`src/rtl/axi_wr_req_gen.sv`:
```
// axi_wr_req_gen: AXI4 write front-end turning one AW burst plus W beats into per-beat memory requests.
// Optional WRAP burst addressing is enabled by defining AXI_WRAP_BURST_EN.
package axi_pkg;
    typedef logic [3:0]  id_t;
    typedef logic [7:0]  len_t;
    typedef logic [2:0]  size_t;
    typedef logic [1:0]  burst_t;
    typedef logic        lock_t;
    typedef logic [2:0]  prot_t;
    typedef logic [3:0]  region_t;
    typedef logic [15:0] data_t;
    typedef logic [1:0]  strb_t;
    typedef logic [1:0]  resp_t;
    typedef struct packed {
        id_t         id;
        logic [15:0] addr;
        data_t       data;
        strb_t       strb;
        logic        last;
        lock_t       lock;
        prot_t       prot;
        region_t     region;
    } wr_req_t;
endpackage

module axi_wr_req_gen
    import axi_pkg::*;
#(
    parameter int unsigned MAX_LEN   = 255,
    parameter int unsigned BEAT_SIZE = 1
) (
    input  logic        clk,
    input  logic        rst,
    input  id_t         aw_id,
    input  logic [15:0] aw_addr,
    input  len_t        aw_len,
    input  size_t       aw_size,
    input  burst_t      aw_burst,
    input  lock_t       aw_lock,
    input  prot_t       aw_prot,
    input  region_t     aw_region,
    input  logic        aw_valid,
    output logic        aw_ready,
    input  data_t       w_data,
    input  strb_t       w_strb,
    input  logic        w_last,
    input  logic        w_valid,
    output logic        w_ready,
    output wr_req_t     req,
    output logic        req_valid,
    input  logic        req_ready,
    output id_t         b_id,
    output resp_t       b_resp,
    output logic        b_valid,
    input  logic        b_ready
);
    typedef enum logic [1:0] {IDLE, DATA, RESP} state_t;
    state_t      state, next_state;
    id_t         id;
    logic [15:0] addr, next_addr, incr;
    len_t        len, beat;
    size_t       size;
    burst_t      burst;
    lock_t       lock;
    prot_t       prot;
    region_t     region;
    logic        err, aw_err, wrap_ok, aw_hs, w_hs, b_hs, last_beat, drained;

    assign aw_ready  = (state == IDLE) && !rst;
    assign drained   = !req_valid || req_ready;
    assign w_ready   = (state == DATA) && !rst && drained;
    assign aw_hs     = aw_valid && aw_ready;
    assign w_hs      = w_valid && w_ready;
    assign b_hs      = b_valid && b_ready;
    assign last_beat = beat == len;
    assign incr      = 16'd1 << size;

`ifdef AXI_WRAP_BURST_EN
    logic [15:0] wrap_mask;
    assign wrap_ok   = aw_len inside {8'd1, 8'd3, 8'd7, 8'd15};
    assign wrap_mask = (({8'd0, len} + 16'd1) << size) - 16'd1;
    assign next_addr = burst == 2'b01 ? addr + incr :
                       burst == 2'b10 ? (addr & ~wrap_mask) | ((addr + incr) & wrap_mask) : addr;
`else
    assign wrap_ok   = 1'b0;
    assign next_addr = burst == 2'b01 ? addr + incr : addr;
`endif

    assign aw_err = (32'(aw_size) > BEAT_SIZE) || (32'(aw_len) > MAX_LEN) ||
                    (aw_burst == 2'b11) || ((aw_burst == 2'b10) && !wrap_ok);

    always_ff @(posedge clk) state <= rst ? IDLE : next_state;

    always_comb begin
        next_state = state;
        case (state)
            IDLE:    next_state = aw_hs ? DATA : IDLE;
            DATA:    next_state = (w_hs && last_beat) ? RESP : DATA;
            RESP:    next_state = b_hs ? IDLE : RESP;
            default: next_state = IDLE;
        endcase
    end

    always_ff @(posedge clk) begin
        if (rst) begin
            id        <= '0;
            addr      <= '0;
            len       <= '0;
            size      <= '0;
            burst     <= '0;
            lock      <= '0;
            prot      <= '0;
            region    <= '0;
            beat      <= '0;
            err       <= 1'b0;
            req       <= '0;
            req_valid <= 1'b0;
            b_valid   <= 1'b0;
            b_id      <= '0;
            b_resp    <= '0;
        end else begin
            if (aw_hs) begin
                id     <= aw_id;
                addr   <= aw_addr;
                len    <= aw_len;
                size   <= aw_size;
                burst  <= aw_burst;
                lock   <= aw_lock;
                prot   <= aw_prot;
                region <= aw_region;
                beat   <= '0;
                err    <= aw_err;
            end
            // last is counter-derived; a disagreeing w_last only poisons the response
            if (w_hs) begin
                req       <= wr_req_t'{id, addr, w_data, w_strb, last_beat, lock, prot, region};
                req_valid <= 1'b1;
                addr      <= next_addr;
                beat      <= beat + 8'd1;
                if (w_last != last_beat) err <= 1'b1;
            end else if (req_ready) begin
                req_valid <= 1'b0;
            end
            if (state == RESP && !b_valid && drained) begin
                b_valid <= 1'b1;
                b_id    <= id;
                b_resp  <= err ? 2'b10 : 2'b00;
            end else if (b_hs) begin
                b_valid <= 1'b0;
            end
        end
    end
endmodule

```
`config.mk`:
```
export PLATFORM = sky130hd
export DESIGN_NAME = axi_wr_req_gen
export DESIGN_NICKNAME = d
export VERILOG_FILES = /design/src/rtl/axi_wr_req_gen.sv
export SDC_FILE = /design/constraint.sdc
export NUM_CORES = 1
export LEC_CHECK = 0
export ABC_AREA = 0
export BUFFER_PORTS_ARGS = -buffer_cell sky130_fd_sc_hd__buf_2
export CAP_MARGIN = 20
export CORE_MARGIN = 2
export CORE_UTILIZATION = 57
export CTS_CLUSTER_SIZE = 25
export DETAILED_ROUTE_END_ITERATION = 10
export HOLD_SLACK_MARGIN = 0.05
export PLACE_DENSITY = 0.82
export SYNTH_ARGS = -nofsm -noshare
export SYNTH_HDL_FRONTEND = slang
export SYNTH_SLANG_ARGS = --single-unit
export TNS_END_PERCENT = 50
```
`constraint.sdc`:
```
create_clock -name clk -period 4.2 [get_ports clk]
set_clock_uncertainty 0.15 [all_clocks]
set_input_delay 0.84 -clock clk [delete_from_list [all_inputs] [get_ports clk]]
set_output_delay 0.84 -clock clk [all_outputs]
set_load 0.02 [all_outputs]
```
## After elaboration in Yosys (flattened, before gate mapping)

Index checks and enable logic that the tools add are counted.

| cells by class | value |
|---|---|
| $lt $le $gt $ge | 1 |
| reduce and logical (&&, ||, !) cells | 20 |
| eq/ne operators | 8 |
| shift-type cells | 1 |
| add/sub/neg operators | 2 |
| mux-type cells | 17 |

Operators with widths:

| cell | number |
|---|---|
| $mux W16 | 3 |
| $add A16 B16 Y16 | 1 |
| $mux W8 | 2 |
| $shl A1 B3 Y16 const A | 1 |
| $logic_and A1 B1 Y1 | 9 |
| $add A8 B1 Y8 const B | 1 |
| $eq A8 B8 Y1 | 1 |
| $mux W1 | 8 |
| $eq A2 B2 Y1 const B | 3 |
| $mux W2 | 3 |
| $pmux W2 S3 | 1 |
| $reduce_bool A2 Y1 | 3 |
| $eq A2 B1 Y1 const B | 2 |
| $gt A3 B1 Y1 const B | 1 |
| $logic_not A1 Y1 | 3 |
| $logic_or A1 B1 Y1 | 3 |
| $logic_not A2 Y1 | 1 |
| $ne A2 B1 Y1 const B | 1 |
| $reduce_and A2 Y1 | 1 |
| $ne A1 B1 Y1 | 1 |

| storage, ports and cells | value |
|---|---|
| logic and storage cells | 72 |
| output and inout bits | 57 |
| flip-flop bits (word level) | 107 |

## Logic depth before layout (Yosys ltp)

| depth | value |
|---|---|
| depth after elaboration | 7 |
| gate-level depth with buffers | 9 |
| mapped depth without buffers | 8 |

## Worst setup path after synthesis

No wires, ideal clock.

| path | value |
|---|---|
| kind | input to output |
| start | in rst |
| end | out aw_ready |
| data arrival time | 1.811 ns |
| buffers on the path | 3 |
| required time | 3.210 ns |
| path slack | 1.399 ns |
| stages on the path | 4 |
| cells stage by stage | buf_4 -> buf_6 -> clkbuf_1 -> nor3_1 |

| on the way | value |
|---|---|
| word-level cells in the longest chain between the ends | 2 |

Ends and longest elaborated chain:

| item | line | RTL |
|---|---|---|
| from (decl) | 33 | `input logic rst,` |
| $logic_not A1 Y1 | 69 | `assign aw_ready = (state == IDLE) && !rst;` |
| $logic_and A1 B1 Y1 | 69 |  |
| to (decl) | 43 | `output logic aw_ready,` |

Every way passes these cells.

## Worst setup path in the final report

| path | value |
|---|---|
| start | in rst |
| end | out w_ready |

| on the way | value |
|---|---|
| word-level cells in the longest chain between the ends | 3 |

Ends and longest elaborated chain:

| item | line | RTL |
|---|---|---|
| $logic_not A1 Y1 | 71 | `assign w_ready = (state == DATA) && !rst && drained;` |
| $logic_and A1 B1 Y1 (2 in series) | 71 |  |
| to (decl) | 48 | `output logic w_ready,` |

Every way passes these cells.

==> results.md <==
* Seq/Total Area, Yosys at 44.5%
* Highest Signal Layer: met4
* Ys async rst share at 0%
* GPL Wtd Cong at 0.902
* Crit end category: output port
* Synthesized net count at 660
* Final Cell Area at 5620 µm²
* Root buf cell: clkbuf_8
* Vias in the first global route at 3963
* Grt ovf at 0
* Diode count at 0
* Post-Syn Area at 4770 µm²
* Synth Flop Type: dfxtp_1
* Worst setup SP type: input pin
* Setup TNS at 0 ns
* Layout cells sized above 1 at 23.0%
* Total Routed Length at 11.8 mm
* Number of CTS-inserted buffers at 9
* Clock power share at 32.9%
* Pwr Total at 1.93 mW
* Residual DRC at 0
* Slew Viols, Final at 0
* Hold Path Sink: req[5]$_SDFFE_PP0N_
* DR WL/cell at 14.8 µm
* Critical path class: in -> out
* Post-Synthesis Cells at 584
* I/O pin cnt at 123
* Distinct cell type count after synthesis at 59
* CP Data Arrival Time at 2.01 ns
* CTS tree: yes
* Core Region at 8180 µm²
* Setup violators final at 0
* Clock latency reported for the late side of the worst-skew pair at 0.38 ns
* Switching share of power at 29.0%
* WL met3 at 880 µm
* Crit path time final at 3.00 ns
* RR Endpoint: addr[13]$_SDFFE_PP0P_
* Port-buffer cells at 121
* Final worst-path cycle share at 71.5%
* Starting Density at 58.4%
* Vias/cell at 5.58
* FF-to-FF setup slack at 1.33 ns
* Reg2Reg Depth at 7
* All-layer global routing usage at 25.9%
* Via count at 4419
* Die area at 9120 µm²
* CTS sink count at 106
* RSZ-0062 raised after global routing: no
* Final hold vios at 0
* Worst Slack Setup Final at 1.20 ns
* Clock transition at the registers of the reported paths at 0.11 ns
* H-tree depth at 3
* Cell Area, Placed at 5410 µm²
* PwrDens at 344 nW/µm²
* Yosys warnings at 0
* Reg-to-reg startpoint: size[0]$_SDFFE_PP0P_
* Max-Slew Margin vs Limit at 40.4%
* Final #Nets at 758
* Clock buffer depth at 2
* Initial DRC Count at 301
* Routed wl met2 at 5.73 mm
* Pin count of the biggest net entering global routing at 59
* PostCTS Resize Cnt at 0
* Pint at 1.37 mW
* Peak VDD IR at 0.251 mV
* Hpwl dp at 8.20 mm
* Combinational power share at 11.6%
* Core Rows at 33
* Hold_sp: prot[1]$_SDFFE_PP0P_
* Die width at 95.5 µm
* Pre-antenna DRT Iters at 5
* Seq cells post-synth at 106
* Switch Pwr at 0.560 mW
* Seq pwr share at 55.5%
* Post-CTS Hold Fix Bufs at 0
* Max-Cap Viols at 0
* Remaining antenna violation count at 0
* Critical path fanouts, max at 58
* Pre-CTS worst setup slack at 1.03 ns
* Worst slew pin tran at 0.894 ns
* Min-Delay Path Class: reg -> reg
* Leak at 2.62 nW
* Post CTS Setup Buffer Count at 0
* Required time of the critical path at 3.21 ns
* Status: finished clean
* Met1 WL at 4.97 mm
* Layout area overhead at 17.7%
* First-pass GRT wire length at 18.6 mm
* Hold path depth at 2
* Avg Inst Size Synth at 8.17 µm²
* Initial antenna violation count at 0
* Util after Layout at 68.7%
* Die H at 95.5 µm
* Post-synth EDFFs at 0
* Fmax at 333 MHz
==> power groups by stage <==
stage	clock network, mW	logic (mW)	registers (mW)
2_1_floorplan	0	0.135	1.10
3_3_place_gp	0	0.216	1.09
3_5_place_dp	0	0.223	1.10
4_1_cts	0.646	0.224	1.07
5_1_grt	0.683	0.246	1.08
6_report	0.636	0.224	1.07
==> per-layer routing <==
layer	up-vias	GRT usage, %
met4	0	7.98
met3	14	7.35
met5	-	0
li1	2179	-
met1	2051	32.2
met2	175	43.7
==> flip-flops by register name (all words and copies together) (netlist names) <==
register,cells
state,2
req,47
b_resp,1
prot,3
id,4
b_id,4
region,4
addr,16
err,1
beat,8
burst,2
size,3
lock,1
req_valid,1
b_valid,1
len,8
==> layout by cell type, fill, tap and decap left out, drive strengths merged, types with 7 or more instances in the layout <==
master / instances
nand3: 11
nor2: 22
and3: 7
a21oi: 50
dfxtp: 106
nand3b: 50
clkbuf: 9
ha: 9
buf: 130
nand2: 179
xnor2: 13
o21ai: 13
==> synthesized netlist by cell type, types with 4 or more instances <==
| cell | n | share of area, % |
|---|---|---|
| nand2_1 | 179 | 14 |
| dfxtp_1 | 106 | 44 |
| a21oi_1 | 50 | 5.2 |
| nand3b_1 | 50 | 7.9 |
| clkbuf_1 | 24 | 1.9 |
| nor2_1 | 22 | 1.7 |
| xnor2_1 | 13 | 2.4 |
| o21ai_0 | 12 | 1.3 |
| nand3_1 | 11 | 1.2 |
| buf_1 | 9 | 0.71 |
| ha_1 | 9 | 2.4 |
| mux2i_1 | 6 | 1.3 |
| nor3_1 | 6 | 0.63 |
| and3_1 | 5 | 0.66 |
| buf_2 | 5 | 0.52 |
| o211ai_1 | 4 | 0.63 |
| xor2_1 | 4 | 0.73 |
==> critical path, cell delays in order <==
cell,delay [ns]
buf_2,0.66
nor2_1,0.14
and3_1,0.21
buf_2,0.15
==> area by class of cell <==
| class | instances | area [µm²] |
|---|---|---|
| Sequential cell | 106 | 2120 |
| Inverter | 3 | 11.3 |
| Multi-Input combinational cell | 432 | 2460 |
| Clock inverter | 7 | 81.3 |
| Tap cell | 105 | 131 |
| Timing Repair Buffer | 130 | 686 |
| Clock buffer | 9 | 124 |
| Fill cell | 704 | 2560 |
==> worst max path at each step <==
stage / start / endpoint / slack (ns) / cells after the start
floorplan: rst / aw_ready / 1.40 / 4
global placement: rst / addr[13]$_SDFFE_PP0P_ / 1.06 / 5
detailed placement: rst / addr[1]$_SDFFE_PP0P_ / 1.03 / 6
CTS: rst / w_ready / 1.20 / 4
global route: rst / w_ready / 1.10 / 4
finish: rst / w_ready / 1.20 / 4
==> per-stage QoR <==
stage / cells / hold slack (ns)
3_5_place_dp: 776 / 0.279
3_3_place_gp: 776 / 0.278
5_1_grt: 792 / 0.323
2_1_floorplan: 584 / 0.265
6_report: 792 / 0.306
4_1_cts: 792 / 0.306
==> kinds of logic (layout without fill, tap and decap cells) <==
logic type	count (synthesis)	count (layout)	synth area share, %
AOI/OAI and AO/OA	93	93	12.4
xor gates and xnor gates	17	17	3.12
adders and majority gates	10	10	2.78
buffers and inverters	46	149	4.35
DFF	106	106	44.5
muxes	6	6	1.26
other	1	1	0.0786
and+or+nand+nor	305	305	31.5
Power figures use the tool's default switching activity.
